`src/rtl/pwm_ramp_ctrl.sv`:
```
// rtl/pwm_ramp_ctrl.sv - slew-limited PWM duty controller with dead time and watchdog
//
// Ports:
//   clk        system clock
//   rst        synchronous active-high reset
//   setpoint   requested duty (signed), captured on sp_valid
//   sp_valid   setpoint strobe, also kicks the watchdog
//   enable     run request; low forces IDLE immediately
//   dty        duty to the PWM output stage (signed, registered)
//   pwm_enable enable to the PWM output stage (registered)
//   busy       high while in RAMP or DEAD (registered)
//   fault      latched watchdog trip (registered)
//   state      0=IDLE 1=RAMP 2=DEAD 3=HOLD 4=FAULT (registered)
module pwm_ramp_ctrl #(
  parameter int RAMP_DIV = 1000,
  parameter int STEP     = 1,
  parameter int DEADTIME = 16,
  parameter int DTY_MAX  = 255,
  parameter int WATCHDOG = 5000000
) (
  input  logic               clk,
  input  logic               rst,
  input  logic signed [31:0] setpoint,
  input  logic               sp_valid,
  input  logic               enable,
  output logic signed [31:0] dty,
  output logic               pwm_enable,
  output logic               busy,
  output logic               fault,
  output logic [2:0]         state
);

  typedef enum logic [2:0] {
    S_IDLE  = 3'd0,
    S_RAMP  = 3'd1,
    S_DEAD  = 3'd2,
    S_HOLD  = 3'd3,
    S_FAULT = 3'd4
  } state_t;

  localparam logic signed [31:0] STEP_S     = 32'(STEP);
  localparam logic signed [31:0] DMAX_S     = 32'(DTY_MAX);
  localparam logic        [31:0] PRESC_LAST = 32'(RAMP_DIV - 1);
  localparam logic        [31:0] WD_LIM     = 32'(WATCHDOG);
  localparam logic        [31:0] DEAD_LOAD  = 32'(DEADTIME);

  state_t             st;
  logic signed [31:0] target;
  logic signed [31:0] tgt_clamped;
  logic signed [31:0] diff;
  logic signed [31:0] dty_to_tgt;
  logic signed [31:0] dty_to_zero;
  logic signed [1:0]  lastdir;
  logic        [31:0] presc;
  logic        [31:0] dead_cnt;
  logic        [31:0] wd_cnt;
  logic               tick;
  logic               opposes;
  logic               active;
  logic               wd_expire;

  assign state = st;

  // Free-running prescaler; tick is high for the single cycle at the wrap value.
  assign tick = (presc == PRESC_LAST);

  always_ff @(posedge clk) begin
    if (rst || tick) presc <= '0;
    else             presc <= presc + 32'd1;
  end

  always_comb begin
    tgt_clamped = setpoint;
    if (setpoint > DMAX_S)       tgt_clamped = DMAX_S;
    else if (setpoint < -DMAX_S) tgt_clamped = -DMAX_S;
  end

  always_ff @(posedge clk) begin
    if (rst)           target <= '0;
    else if (sp_valid) target <= tgt_clamped;
  end

  // One slew step toward target, landing exactly on it when within STEP.
  always_comb begin
    diff = target - dty;
    if (diff > STEP_S)       dty_to_tgt = dty + STEP_S;
    else if (diff < -STEP_S) dty_to_tgt = dty - STEP_S;
    else                     dty_to_tgt = target;
  end

  // One slew step toward zero, used while unwinding a direction reversal.
  always_comb begin
    if (dty > STEP_S)       dty_to_zero = dty - STEP_S;
    else if (dty < -STEP_S) dty_to_zero = dty + STEP_S;
    else                    dty_to_zero = '0;
  end

  // lastdir == 0 (nothing driven yet) never opposes; target == 0 never opposes.
  assign opposes = ((lastdir == 2'sd1) && (target < 0)) ||
                   ((lastdir == -2'sd1) && (target > 0));

  assign active = (st == S_RAMP) || (st == S_DEAD) || (st == S_HOLD);

  // A setpoint strobe in the same cycle rescues the controller from a trip.
  assign wd_expire = (WATCHDOG != 0) && active && !sp_valid && (wd_cnt >= WD_LIM);

  // Cleared on enable=0 as well so a fresh run does not inherit a stale count.
  always_ff @(posedge clk) begin
    if (rst || !enable || sp_valid) wd_cnt <= '0;
    else if (active && (wd_cnt != '1)) wd_cnt <= wd_cnt + 32'd1;
  end

  always_ff @(posedge clk) begin
    if (rst) begin
      st         <= S_IDLE;
      dty        <= '0;
      pwm_enable <= 1'b0;
      busy       <= 1'b0;
      fault      <= 1'b0;
      lastdir    <= 2'sd0;
      dead_cnt   <= '0;
    end else if (!enable) begin
      st         <= S_IDLE;
      dty        <= '0;
      pwm_enable <= 1'b0;
      busy       <= 1'b0;
      fault      <= 1'b0;
      dead_cnt   <= '0;
    end else if (wd_expire) begin
      st         <= S_FAULT;
      dty        <= '0;
      pwm_enable <= 1'b0;
      busy       <= 1'b0;
      fault      <= 1'b1;
      dead_cnt   <= '0;
    end else begin
      case (st)
        S_IDLE: begin
          if (!fault) begin
            st         <= S_RAMP;
            pwm_enable <= 1'b1;
            busy       <= 1'b1;
          end
        end

        S_RAMP: begin
          if (tick) begin
            if (opposes && (dty != 0)) begin
              dty <= dty_to_zero;
              if (dty_to_zero == 0) begin
                st       <= S_DEAD;
                dead_cnt <= DEAD_LOAD;
              end
            end else begin
              dty <= dty_to_tgt;
              if (dty_to_tgt != 0) lastdir <= dty_to_tgt[31] ? -2'sd1 : 2'sd1;
              if (dty_to_tgt == target) begin
                st   <= S_HOLD;
                busy <= 1'b0;
              end
            end
          end else if (dty == target) begin
            st   <= S_HOLD;
            busy <= 1'b0;
          end
        end

        // Output held at zero; runs to completion regardless of target.
        S_DEAD: begin
          dty <= '0;
          if (tick) begin
            if (dead_cnt <= 32'd1) begin
              dead_cnt <= '0;
              st       <= S_RAMP;
            end else begin
              dead_cnt <= dead_cnt - 32'd1;
            end
          end
        end

        S_HOLD: begin
          if (target != dty) begin
            st   <= S_RAMP;
            busy <= 1'b1;
          end
        end

        S_FAULT: begin
          dty        <= '0;
          pwm_enable <= 1'b0;
          busy       <= 1'b0;
          fault      <= 1'b1;
        end

        default: begin
          st         <= S_IDLE;
          dty        <= '0;
          pwm_enable <= 1'b0;
          busy       <= 1'b0;
        end
      endcase
    end
  end

endmodule
```
`config.mk`:
```
export PLATFORM = sky130hd
export DESIGN_NAME = pwm_ramp_ctrl
export DESIGN_NICKNAME = d
export VERILOG_FILES = /design/src/rtl/pwm_ramp_ctrl.sv
export SDC_FILE = /design/constraint.sdc
export NUM_CORES = 1
export LEC_CHECK = 0
export BUFFER_PORTS_ARGS = -buffer_cell sky130_fd_sc_hd__buf_2
export CAP_MARGIN = 30
export CORE_MARGIN = 3
export CORE_UTILIZATION = 25
export CTS_CLUSTER_DIAMETER = 60
export CTS_CLUSTER_SIZE = 16
export DETAILED_ROUTE_END_ITERATION = 8
export HOLD_SLACK_MARGIN = 0.15
export PLACE_DENSITY_LB_ADDON = 0.08
export SLEW_MARGIN = 20
export SYNTH_ARGS = -nofsm -noshare
export SYNTH_HDL_FRONTEND = slang
export SYNTH_SLANG_ARGS = --single-unit
```
`constraint.sdc`:
```
create_clock -name clk -period 9.8 [get_ports clk]
set_clock_uncertainty 0.2 [all_clocks]
set_input_delay 1.47 -clock clk [delete_from_list [all_inputs] [get_ports clk]]
set_output_delay 1.47 -clock clk [all_outputs]
set_load 0.05 [all_outputs]
```
==> out/metrics.yaml, run 1 <==
syn_nets: 1923
end_kind: "flip-flop"
leakage_nw: 5.379
mostFrequentLayoutCell: "nor2_1"
combinationalPowerShare: 0.384
syn_inst: 1846
ys.warnings.count: 0
hold_path_class: "reg -> reg"
layout_common_cells: "nor2_1 (207), dfxtp_1 (168), nand2_1 (133)"
synth_area_per_cell_um2: 7.406
finalMaxSlewViolations: 0
insertion_delay_ns: 0.49
totalWireLength_mm: 60.43
cts_tree: "built"
grt_max_degree: 67
grt_overflow: 0
cp-endpoint: "lastdir[0]$_SDFFE_PP0P_"
critical_path_class: "reg -> reg"
switching_share: 0.4044
worstPathRequired_ns: 9.94
syn_area_mm2: 0.01367
peakVddDrop_mv: 0.1350
yosysUniqueCellTypes: 98
reg2reg_from: "dty[23]$_SDFFE_PP0P_"
synth-main-ff-cell: "dfxtp_1"
clk_path_buf_depth: 2
io_buffers: 73
pwr-share-clk: 0.314
track_usage: 0.2093
dp_slack_ns: 3.327
synth-edff-count: 0
tightestPinTransition_ns: 0.9485
row_count: 85
ios: 74
fin_tns_setup_ns: 0
p_seq_frac: 0.302
gp_congestion: 0.9433
via_per_inst: 5.535
outcome: "completed"
maxCapViolations: 0
cts.sinks: 168
grt_pass1_vias: 13500
min_period_over_period: 0.6723
ys_ff_latch: 168
cts_resized: 0
yosysSeqAreaShare: 0.2460
die_h_um: 239.8
critPathMaxFanout: 37
num_vias: 14190
hpwl_mm: 46.41
path_clk_slew_ns: 0.07
maxSlewHeadroom: 0.3647
ant_nets: 0
area_growth_pct: 12.24
cts_buffers: 17
internal_power_mw: 1.434
setup_ws_ns: 3.211
cp-start-kind: "flip-flop"
die_x_um: 239.8
p_per_area_mw_per_mm2: 156.9
drive_gt1_frac: 0.09496
post_cts_buffers: 0
fin_crit_ns: 6.589
netSwitchingPower_mw: 0.9733
die-area_mm2: 0.05752
r2r_setup_slack_ns: 3.21
cts_root_buf: "clkbuf_16"
r2r-end: "lastdir[0]$_SDFFE_PP0P_"
grt_pass1_wl_mm: 90.11
async_flop_share: 0
initial_core_util: 0.2535
crit_arrival_ns: 6.72
holdBufCountCts: 0
dr.first_iter.drc_count: 1287
placeableCoreArea_mm2: 0.05392
wire_per_inst_um: 23.58
final_nets: 1928
final_cell_area_mm2: 0.01534
reg2reg_depth: 17
rsz0062_at_grt: "no"
place_area_mm2: 0.01468
clock.fmax_mhz: 151.8
final_hold_viol_count: 0
h-tree-depth: 4
startpoint: "dty[23]$_SDFFE_PP0P_"
drc_errors: 0
drtPass1Iterations: 5
antenna_found_initial: 3
setup_viol: 0
[cells by family after synthesis]
family | synth area share
AND/OR/NAND/NOR | 0.3006
AO/OA/AOI/OAI | 0.2186
XOR/XNOR | 0.1278
buffers and inverters | 0.05766
flip-flops | 0.2460
adder cells (fa/ha/maj) | 0.03807
multiplexers | 0.01135
[metrics by stage]
stage,power [mW],cells,hold WS (ns),util
floorplan,1.352,1846,0.2258,-
global placement,1.645,2525,0.2465,0.2716
detailed placement,1.638,2527,0.2521,0.2722
CTS,2.420,2559,0.2716,0.2839
global route,2.535,2560,0.3082,0.2844
finish,2.407,2563,0.2684,0.2846
[worst max-delay path: stages (launching register included)]
cell       delay, ns
dfxtp_1         0.68
clkinv_1        0.50
ha_1            0.57
a21oi_1         0.30
o21ai_0         0.13
o221ai_1        0.31
mux2i_1         0.22
nand4_1         0.17
a2111oi_0       0.46
nand4bb_1       0.24
o41ai_4         0.36
buf_4           0.48
o22ai_1         0.14
a21oi_1         0.34
nand4_1         0.25
or4_1           0.48
o31ai_1         0.44
a21oi_1         0.13
[area by class of cell]
cell class / instances / area [um^2]
antenna: 3 / 7.507
timing repair buffer: 105 / 640.6
clock inverter: 13 / 180.2
inverter: 73 / 274.0
fill: 5875 / 38580
multi-input combinational: 1486 / 9554
clock buffer: 19 / 452.9
sequential: 168 / 3363
tap: 696 / 870.8
[power by group through the flow]
stage                     registers, mW  logic (mW)  clock network, mW
after floorplan                   0.737       0.615                  0
after global placement            0.742       0.903                  0
after detailed placement          0.742       0.897                  0
after CTS                         0.726       0.901              0.793
after global routing              0.727       0.985              0.823
final                             0.726       0.925              0.756
[cell usage after synthesis (all sizes together), types with 44 or more instances]
| master | instances | area, um^2 |
|---|---|---|
| dfxtp | 168 | 3363 |
| a21oi | 124 | 628.1 |
| inv | 72 | 270.3 |
| nand2 | 134 | 510.5 |
| nor3 | 52 | 260.3 |
| o21ai | 95 | 475.5 |
| clkbuf | 86 | 322.8 |
| xor2 | 79 | 691.9 |
| nand2b | 44 | 275.3 |
| nor4 | 54 | 359.1 |
| nand3 | 61 | 305.3 |
| xnor2 | 117 | 1032 |
| nand4 | 60 | 375.4 |
| nor2 | 210 | 798.3 |
[how the worst min path moves through the flow]
stage,startpoint,to,slack (ns),depth (start not counted)
floorplan,presc[0]$_SDFF_PP0_,presc[0]$_SDFF_PP0_,0.23,1
global placement,presc[0]$_SDFF_PP0_,presc[0]$_SDFF_PP0_,0.25,1
detailed placement,presc[0]$_SDFF_PP0_,presc[0]$_SDFF_PP0_,0.25,1
CTS,presc[0]$_SDFF_PP0_,presc[0]$_SDFF_PP0_,0.27,1
global route,presc[0]$_SDFF_PP0_,presc[0]$_SDFF_PP0_,0.31,1
finish,presc[0]$_SDFF_PP0_,presc[0]$_SDFF_PP0_,0.27,1
[state kept, by name, summed over array words and instances, names as in the netlist]
signal and count:
busy 1, dead_cnt 32, dty 32, fault 1, lastdir 2, presc 32, pwm_enable 1, state 3
target 32, wd_cnt 32
[layer usage]
layer	share of wire	wire length [um]	GRT usage	vias to the layer above
li1	-	-	-	6754
met5	0.00022	13	0	-
met2	0.46	27950	0.3377	458
met1	0.44	26410	0.2701	6867
met3	0.060	3596	0.04410	105
met4	0.041	2461	0.09035	2
No activity file was read; power rests on OpenSTA's default activity.
==> run 2, diff against run 1 <==
Clock period 9.8 ns to 5.95 ns, I/O delays scaled along.
==> run 2 against run 1 <==
Against the previous run: maximum frequency rose by 17%; combinational power rose by 99%; clock-buffer cell count is 1 higher; setup slack got worse by 2.9 ns; critical path depth up 2; cell area up 8.7%; cell count up 6.3%; hold slack barely moved; critical path type unchanged.
==> out/metrics.yaml, run 2 (same netlist as run 1, synthesis figures left out) <==
combinationalPowerShare: 0.443
pwr-share-clk: 0.277
initial_core_util: 0.2535
crit_arrival_ns: 5.87
cts.sinks: 168
tightestPinTransition_ns: 1.076
area_growth_pct: 21.97
end_kind: "flip-flop"
min_period_over_period: 0.9501
mostFrequentLayoutCell: "nor2_1"
grt_overflow: 0
num_vias: 14670
row_count: 85
cts_tree: "built"
maxCapViolations: 0
gp_congestion: 0.9392
die-area_mm2: 0.05752
finalMaxSlewViolations: 0
drc_errors: 0
p_total_mw: 4.151
wire_per_inst_um: 23.08
drtPass1Iterations: 5
totalWireLength_mm: 62.90
peakVddDrop_mv: 0.2464
antenna_found_initial: 2
cp-start-kind: "flip-flop"
netSwitchingPower_mw: 1.671
p_seq_frac: 0.280
track_usage: 0.2187
dp.cells: 2688
final_hold_viol_count: 0
path_clk_slew_ns: 0.08
die_x_um: 239.8
internal_power_mw: 2.480
ios: 74
final_cell_area_mm2: 0.01667
layout_common_cells: "nor2_1 (207), buf_4 (188), dfxtp_1 (168)"
insertion_delay_ns: 0.48
setup_viol: 0
critical_path_class: "reg -> reg"
io_buffers: 73
place_area_mm2: 0.01596
leakage_nw: 6.188
critPathMaxFanout: 21
grt_pass1_wl_mm: 94.10
hpwl_mm: 49.91
hold_path_class: "reg -> reg"
cts_root_buf: "clkbuf_16"
p_per_area_mw_per_mm2: 248.9
fin_crit_ns: 5.653
dp_slack_ns: -0.01770
ant_nets: 0
grt_pass1_vias: 14180
clk_path_buf_depth: 2
fin_tns_setup_ns: 0
nFillCells: 5831
switching_share: 0.4025
drive_gt1_frac: 0.1750
h-tree-depth: 4
fin_cells: 2725
placeableCoreArea_mm2: 0.05392
rsz0062_at_grt: "no"
dr.first_iter.drc_count: 1120
maxSlewHeadroom: 0.2796
final_nets: 2093
cts_buffers: 17
die_h_um: 239.8
worstPathRequired_ns: 6.17
outcome: "completed"
setup_ws_ns: 0.2968
via_per_inst: 5.384
grt_max_degree: 67
clock.fmax_mhz: 176.9
## run 2: worst max-delay path: stages, from the launching register on
cell and delay [ns]:
dfxtp_1 0.33, inv_1 0.09, ha_1 0.45, nand2_1 0.08, o21ai_1 0.30, a21boi_0 0.22, buf_4 0.19, a21oi_1 0.34
o221a_2 0.30, nand4_1 0.13, or4b_4 0.58, o41ai_4 0.34, buf_4 0.20, buf_12 0.17, o22ai_1 0.11, a21oi_2 0.20
nand4_1 0.11, or4_1 0.58, or4_1 0.51, a21oi_1 0.12
## run 2: repair_timing
item / 4_1_cts / 5_1_grt
buffers inserted: 1 / 4
setup endpoints to repair: 1 / 5
pin swaps: 1 / 4
hold buffers: 0 / 0
hold endpoints to repair: 0 / 0
resized for setup: 0 / 21
## run 2: area by class of cell
cell class / count / area, um^2 / area share
multi-input cells: 1486 / 9654 / 0.5790
repair buffers: 270 / 1948 / 0.1168
diodes: 1 / 2.502 / 0.0001501
clock buffers: 20 / 446.7 / 0.02679
well taps: 696 / 870.8 / 0.05223
inverters: 73 / 274.0 / 0.01643
clock inverters: 11 / 113.9 / 0.006829
flip-flops and latches: 168 / 3363 / 0.2017
## run 2: layer usage
layer	global-route usage	routed length (um)	vias to the layer above
met4	0.07486	1814	2
met5	0	13	-
li1	-	-	7061
met3	0.03408	2811	89
met2	0.3583	29290	378
met1	0.2926	28970	7141
## run 2: path summary, 6_finish.rpt
| path | slack [ns] | depth (start not counted) | to | from |
|---|---|---|---|---|
| worst max-delay path | 0.30 | 19 | lastdir[1]$_SDFFE_PP0P_ | dty[7]$_SDFFE_PP0P_ |
| worst min-delay path | 0.27 | 1 | presc[0]$_SDFF_PP0_ | presc[0]$_SDFF_PP0_ |
| worst max register to register | 0.30 | 19 | lastdir[1]$_SDFFE_PP0P_ | dty[7]$_SDFFE_PP0P_ |
| worst min register to register | 0.27 | 1 | presc[0]$_SDFF_PP0_ | presc[0]$_SDFF_PP0_ |
## run 2: through the flow
step / hold slack (ns) / util
3_5_place_dp: 0.2592 / 0.2959
2_1_floorplan: 0.2258 / -
6_report: 0.2680 / 0.3092
5_1_grt: 0.3031 / 0.3092
3_3_place_gp: 0.2531 / 0.2956
4_1_cts: 0.2759 / 0.3067
## run 2: power by group through the flow
stage | registers (mW) | clock network, mW | logic [mW]
floorplan | 1.21 | 0 | 1.01
global placement | 1.19 | 0 | 1.76
detailed placement | 1.19 | 0 | 1.75
CTS | 1.16 | 1.20 | 1.77
global route | 1.16 | 1.24 | 1.97
finish | 1.16 | 1.15 | 1.84
==> run 3, diff against run 2 <==
Clock period 5.95 ns to 5.4 ns, I/O delays scaled along.
==> run 3 against run 2 <==
Against the previous run: non-clock buffer count up 133; via count grew 4.0%; flip-flop and latch count unchanged; hold slack gained 0.0034 ns; combinational power increased by 34%; largest power group unchanged.
==> out/metrics.yaml, run 3 (same netlist as run 1, synthesis figures left out) <==
outcome: "completed"
die_h_um: 239.8
pwr-share-clk: 0.252
grt_max_degree: 66
placeableCoreArea_mm2: 0.05392
place_area_mm2: 0.01686
startpoint: "dty[12]$_SDFFE_PP0P_"
r2r_setup_slack_ns: 0.01
grt_pass1_vias: 14760
io_buffers: 73
cts_tree: "built"
final_nets: 2226
row_count: 85
via_per_inst: 5.336
crit_family: "simple AND/OR/NAND/NOR gates"
fin_cells: 2859
die-area_mm2: 0.05752
grt_pass1_wl_mm: 97.75
cp_common_cell: "buf_4"
finalMaxSlewViolations: 0
final_cell_area_mm2: 0.01827
peakVddDrop_mv: 0.2307
slowest_delay_ns: 0.57
initial_core_util: 0.2535
path_clk_slew_ns: 0.09
cts_buffers: 17
whs_path_depth: 1
holdPathEnd: "presc[0]$_SDFF_PP0_"
tightestPinTransition_ns: 1.030
crit_arrival_ns: 5.58
end_kind: "flip-flop"
insertion_delay_ns: 0.46
hold_path_startpoint: "presc[0]$_SDFF_PP0_"
holdBufCountCts: 0
dr.first_iter.drc_count: 1220
internal_power_mw: 2.997
die_x_um: 239.8
hpwl_mm: 52.84
netSwitchingPower_mw: 2.008
reg2reg_from: "dty[12]$_SDFFE_PP0P_"
reg2reg_depth: 20
maxCapViolations: 0
switching_share: 0.4012
drc_errors: 0
wire_per_inst_um: 23.26
ios: 74
drtPass1Iterations: 7
nFillCells: 5790
totalWireLength_mm: 66.51
drive_gt1_frac: 0.2720
hold_path_class: "reg -> reg"
crit_chain: "inv_1 > ha_1 > buf_4 > nand2_1 > nor2_2 > a2111oi_4 > a211oi_2 > nor4b_4 > buf_4 > nand2_1 > or4_4 > nor4_4 > buf_4 > mux2i_4 > clkbuf_16 > o21ai_1 > nand4_1 > or4_4 > or4_1 > a21oi_1"
clk_path_buf_depth: 2
num_vias: 15260
cts.sinks: 168
mostFrequentLayoutCell: "buf_4"
h-tree-depth: 4
r2r-end: "lastdir[1]$_SDFFE_PP0P_"
crit_buf_inv: 5
combinationalPowerShare: 0.492
critical_path_class: "reg -> reg"
dp.cells: 2801
final_hold_viol_count: 0
worstPathRequired_ns: 5.59
grt_overflow: 0
rsz0062_at_grt: "yes"
track_usage: 0.2271
maxSlewHeadroom: 0.3117
clock.fmax_mhz: 185.5
cp_slowest_cell: "or4_4"
fin_crit_ns: 5.390
gp_congestion: 0.9289
ant_nets: 0
p_seq_frac: 0.256
critPathMaxFanout: 9
leakage_nw: 6.967
layout_common_cells: "buf_4 (312), nor2_1 (205), dfxtp_1 (146)"
cp-start-kind: "flip-flop"
antenna_found_initial: 3
p_per_area_mw_per_mm2: 274.0
area_growth_pct: 33.62
setup_viol: 0
cts_root_buf: "clkbuf_16"
min_period_over_period: 0.9982
==> run 3: changes by cell type in the layout (fill, tap and decap cells not counted), moves of 6 or more <==
cell / delta
dfxtp_2: +22
or4_1: -6
or4_4: +6
buf_4: +124
dfxtp_1: -22
ha_1: -9
a21oi_1: -14
a21oi_2: +14
inv_1: -6
==> run 3: power groups by stage <==
stage / logic (mW) / registers, mW / clock network, mW
floorplan: 1.12 / 1.34 / 0
global placement: 2.17 / 1.31 / 0
detailed placement: 2.15 / 1.31 / 0
CTS: 2.25 / 1.28 / 1.31
global route: 2.61 / 1.28 / 1.34
finish: 2.46 / 1.28 / 1.26
==> run 3: how the worst max path moves through the flow <==
stage | endpoint | slack [ns] | cells after the start
floorplan | lastdir[1]$_SDFFE_PP0P_ | 0.003 | 19
global placement | state[1]$_SDFFE_PP0P_ | -0.41 | 17
detailed placement | state[1]$_SDFFE_PP0P_ | -0.40 | 20
CTS | lastdir[1]$_SDFFE_PP0P_ | 0.0003 | 21
global route | lastdir[1]$_SDFFE_PP0P_ | -0.19 | 24
finish | lastdir[1]$_SDFFE_PP0P_ | 0.01 | 20
==> run 3: layout make-up <==
class / instances / area, um^2 / area share
well taps: 696 / 870.8 / 0.04767
inverters: 73 / 279.0 / 0.01528
clock buffers: 18 / 439.2 / 0.02404
repair buffers: 403 / 3037 / 0.1662
flip-flops and latches: 168 / 3391 / 0.1856
diodes: 1 / 2.502 / 0.0001370
multi-input cells: 1486 / 10110 / 0.5534
clock inverters: 14 / 138.9 / 0.007603
==> run 3: metal layers <==
| layer | part of all wire | global-route usage |
|---|---|---|
| met2 | 0.47 | 0.3783 |
| met1 | 0.46 | 0.3021 |
| met5 | 0.00032 | 0 |
| met4 | 0.031 | 0.07577 |
| met3 | 0.043 | 0.03132 |
==> run 3: timing repair <==
item | CTS | global route
pin swaps | 8 | 35
buffers inserted | 7 | 15
setup endpoints to repair | 8 | 25
gates resized for setup | 36 | 88
gates cloned | 1 | 2
==> run 3: per-stage QoR <==
| step | hold WS (ns) | worst slack, ns | setup TNS, ns | utilization | power (mW) |
|---|---|---|---|---|---|
| CTS | 0.2737 | 0.0002998 | 0 | 0.3282 | 4.839 |
| floorplan | 0.2258 | 0.002608 | 0 | - | 2.457 |
| global placement | 0.2513 | -0.4092 | -1.668 | 0.3125 | 3.474 |
| detailed placement | 0.2579 | -0.4030 | -1.348 | 0.3126 | 3.454 |
| global route | 0.3007 | -0.1917 | -0.5981 | 0.3387 | 5.240 |
| finish | 0.2714 | 0.009646 | 0 | 0.3388 | 5.005 |
